`src/rtl/c3a_pkg.sv`:
```
// ============================================================================
//  Module   : c3a_pkg
//  Purpose  : Shared constants and types for the c3a down counter.
//  Revision : 1.0 - initial release
// ============================================================================
`default_nettype none

package c3a_pkg;

  // Default number of counter bits.
  localparam int C3A_WIDTH_DEFAULT = 3;

  // Count value at the default width.
  typedef logic [C3A_WIDTH_DEFAULT-1:0] c3a_count_t;

endpackage : c3a_pkg

`default_nettype wire

```
`src/rtl/c3a_tstage.sv`:
```
// ============================================================================
//  Module   : c3a_tstage
//  Purpose  : One toggle stage: an XOR feeding an async-reset D flop, with a
//             complemented output.
//  Revision : 1.0 - initial release
// ============================================================================
`default_nettype none

module c3a_tstage
  import c3a_pkg::*;
(
  input  logic clk,
  input  logic res,
  input  logic tog,
  output logic q,
  output logic qn
);

  logic state_q;
  logic state_d;

  // Toggle when requested, otherwise hold.
  always_comb begin
    state_d = state_q ^ tog;
  end

  // State flop; reset clears the stage immediately, independent of clk.
  always_ff @(posedge clk or posedge res) begin
    if (res) begin
      state_q <= 1'b0;
    end else begin
      state_q <= state_d;
    end
  end

  assign q  = state_q;
  assign qn = ~state_q;

endmodule : c3a_tstage

`default_nettype wire

```
`src/rtl/c3a_counter.sv`:
```
// ============================================================================
//  Module   : c3a_counter
//  Purpose  : Modulo-2^WIDTH synchronous down counter built from toggle
//             stages; out_n is the bitwise complement and counts up.
//  Revision : 1.0 - initial release
// ============================================================================
`default_nettype none

module c3a_counter
  import c3a_pkg::*;
#(
  parameter int WIDTH = C3A_WIDTH_DEFAULT
) (
  input  logic             clk,
  input  logic             res,
  input  logic             t,
  output logic [WIDTH-1:0] out,
  output logic [WIDTH-1:0] out_n
);

  // Per-stage toggle requests.
  logic [WIDTH-1:0] w_tog;

  generate
    for (genvar i = 0; i < WIDTH; i++) begin : g_stage
      // A stage toggles when every lower bit is zero, which is the
      // single-clock equivalent of a ripple stage clocked by the rising edge
      // of its predecessor's output. Each bit is formed directly from the
      // count rather than from the previous request to keep the logic flat.
      if (i == 0) begin : g_lsb
        assign w_tog[i] = t;
      end else begin : g_upper
        assign w_tog[i] = t & ~(|out[i-1:0]);
      end

      c3a_tstage u_stage (
        .clk (clk),
        .res (res),
        .tog (w_tog[i]),
        .q   (out[i]),
        .qn  (out_n[i])
      );
    end
  endgenerate

endmodule : c3a_counter

`default_nettype wire

```
`config.mk`:
```
export PLATFORM = sky130hd
export DESIGN_NAME = c3a_counter
export DESIGN_NICKNAME = d
export VERILOG_FILES = /design/src/rtl/c3a_pkg.sv /design/src/rtl/c3a_tstage.sv /design/src/rtl/c3a_counter.sv
export SDC_FILE = /design/constraint.sdc
export NUM_CORES = 1
export LEC_CHECK = 0
export ABC_AREA = 1
export CAP_MARGIN = 30
export CORE_AREA = 10 10 47 49
export CTS_CLUSTER_SIZE = 16
export DETAILED_ROUTE_END_ITERATION = 6
export DIE_AREA = 0 0 57 59
export SLEW_MARGIN = 15
export SYNTH_ARGS = -nofsm -noshare
export SYNTH_HDL_FRONTEND = slang
export SYNTH_SLANG_ARGS = --single-unit
```
`constraint.sdc`:
```
create_clock -name clk -period 1.7 [get_ports clk]
set_input_delay 0.255 -clock clk [delete_from_list [all_inputs] [get_ports clk]]
set_output_delay 0.255 -clock clk [all_outputs]
set_load 0.01 [all_outputs]
```
==> flow_metrics.tcl <==
set metrics [dict create \
    min_path_type "primary input to asynchronous set/reset pin" \
    p_total_uw 529.2 \
    core_um2 1401 \
    grt-ovfl-total 0 \
    synth_largest_area_cell "dfrtp_1" \
    tns_ns 0 \
    fin_area_um2 264.0 \
    grt_max_degree 5 \
    grt_pass1_wl_um 538 \
    post-route-util_pct 18.84 \
    chipWidth_um 57 \
    endpoint_kind "primary output" \
    setup_viol 0 \
    ys_types 8 \
    ant_nets 0 \
    antenna_cells 0 \
    final-max-slew-violation-count 0 \
    synth-main-ff-cell "dfrtp_1" \
    wirelength_um 343 \
    cp_cell_sequence "inv_1 -> clkdlybuf4s50_1" \
    pwr-share-comb_pct 49.5 \
    clk_pin_slew_ns 0.04 \
    outcome "complete, no violations" \
    required_ns 1.44 \
    rsz0062_at_grt "no" \
    cts.sinks 3 \
    slowest_delay_ns 0.53 \
    fmax_ghz 0.6696 \
    via_count 125 \
    drc_errors 0 \
    layout-drive-gt1-share_pct 14.81 \
    synthCells 21 \
    synth_top_family_by_area "buffers and inverters" \
    fin_nets 32 \
    synth.avg_cell_area_um2 8.699 \
    switching_share_pct 33.65 \
    grt_usage_pct 2.557 \
    clock_power_share_pct 23.4 \
    period_share_pct 87.85 \
    die_y_um 59 \
    cts_root_buf "clkbuf_4" \
    yosysMostFrequentCell "buf_4" \
    r2r_start "g_stage[0].u_stage.q" \
    fin_cells 43 \
    synthAdderAreaFrac_pct 6.849 \
    synth-xor-area-share_pct 4.795 \
    critPathArrivalTime_ns 1.24 \
    dr.first_iter.drc_count 0 \
    p_int_uw 351.1 \
    syn-num-nets 25 \
    path_class "register to primary output" \
    io_pins 9 \
    synth_compound_gate_area_share_pct 0 \
    worst-path-buf-inv 2 \
    cts_max_level 1 \
    r2r-end "g_stage[1].u_stage.q" \
    crit_path_start_kind "register" \
    ctsResizeCount 0 \
    vias_per_cell 2.907 \
    finalClockSkew_ns 0.001532 \
    ys_seq_area_share_pct 41.10 \
    worst_slew_pin_slew_ns 0.1511 \
    path_delay_family "buffers and inverters" \
    syn2layout_area_growth_pct 44.52 \
    period_needed_ns 1.493 \
    ir_worst_vdd_v 0.0002403 \
    r2r_cells 3 \
    slew_headroom_pct 89.93 \
    worstSkewPairLatency_ns 0.23 \
    synth_edf_count 0 \
    ff2ff_setup_slack_ns 0.81 \
    grt_pass1_vias 145 \
    muxShareOfSynthArea_pct 0 \
    rows 14 \
    synth_common_cells "6 x buf_4, 5 x inv_1, 3 x dfrtp_1, 3 x nand2_1" \
    detailed_place.area_um2 237.7 \
    cp_max_fo 3 \
    start_util_pct 13.04 \
    hold_viol 0 \
    async_reset_ff_share_pct 100.0 \
    p_sw_uw 178.1 \
    pwr-share-seq_pct 27.1 \
    drv_cap 0 \
    netlist_area_um2 182.7 \
    cts_tree "built" \
    synth-simple-area-share_pct 12.33 \
    yosysWarnings 0 \
    routedWlPerCell_um 7.977 \
    cts_buffers 3 \
    die_area_um2 3363 \
    gp_congestion 0.6351 \
    first_pass_iters 1 \
    synth_top_area_share_pct 41.10 \
    ctsHoldBuffers 0 \
    postCtsSetupRepairBufs 0 \
    p_leak_uw 0.0001315 \
    power_density_nw_per_um2 2005 \
    dp_cells 39 \
    crit_slowest_cell "clkdlybuf4s50_1" \
    yosys_register_bits 3 \
    port_buffers 8 \
    largest_reg_flops 3 \
    synth.area.top_cells "dfrtp_1 41%, buf_4 25%, inv_1 10%" \
    clockBufferDepth 2 \
    hpwl_um 275.8 \
    antenna_found_initial 0 \
]
## layer usage
layer  global-route usage [%]  routed length [um]  vias to the layer above
met1                    1.317                  92                       53
met5                        0                   0                        -
met4                    4.027                   0                        0
met3                    3.648                  91                        0
met2                    2.946                 159                        7
li1                         -                   -                       65
## layout by cell type (no fill, tap or decap), drive strengths merged
| cell type | count |
|---|---|
| clkbuf | 4 |
| clkdlybuf4s50 | 8 |
| dfrtp | 3 |
| ha | 1 |
| inv | 5 |
| nand2 | 3 |
| nand3 | 1 |
| nor2 | 1 |
| xor2 | 1 |
## per-stage QoR
stage                     hold slack, ns  worst slack (ns)
after floorplan                 0.008644            0.8589
after global placement            0.4341            0.4389
after detailed placement          0.4303            0.4342
after CTS                         0.1775            0.1763
after global routing              0.1927            0.1431
final                             0.1849            0.2066
## worst max-delay path by stage
| stage | from | to | slack [ns] | cells after the start |
|---|---|---|---|---|
| after CTS | g_stage[0].u_stage.q | out_n[0] | 0.18 | 2 |
| after global placement | g_stage[0].u_stage.q | out_n[0] | 0.44 | 2 |
| after global routing | g_stage[0].u_stage.q | out_n[0] | 0.14 | 2 |
| after floorplan | g_stage[0].u_stage.q | g_stage[1].u_stage.q | 0.86 | 3 |
| after detailed placement | g_stage[0].u_stage.q | out_n[0] | 0.43 | 2 |
| final | g_stage[0].u_stage.q | out_n[0] | 0.21 | 2 |
## layout make-up
type	instances	area, um2
fill	161	1137
timing repair buffer	8	80.08
multi-input combinational	7	43.79
inverter	5	18.77
sequential	3	75.07
clock buffer	4	26.28
tap	16	20.02
## kinds of logic (layout without fill, tap and decap cells)
family        Yosys count  in the layout
fa+ha+maj               1              1
flops                   3              3
xor+xnor                1              1
buf+inv                11             17
simple gates            5              5
## power by group through the flow
stage,Combinational (uW),Clock [uW],Sequential (uW)
after CTS,269,134,144
final,262,124,143
after global routing,290,135,149
after floorplan,207,0,140
after detailed placement,268,0,145
after global placement,266,0,144
Note: power is estimated with default switching activity, not from simulation.
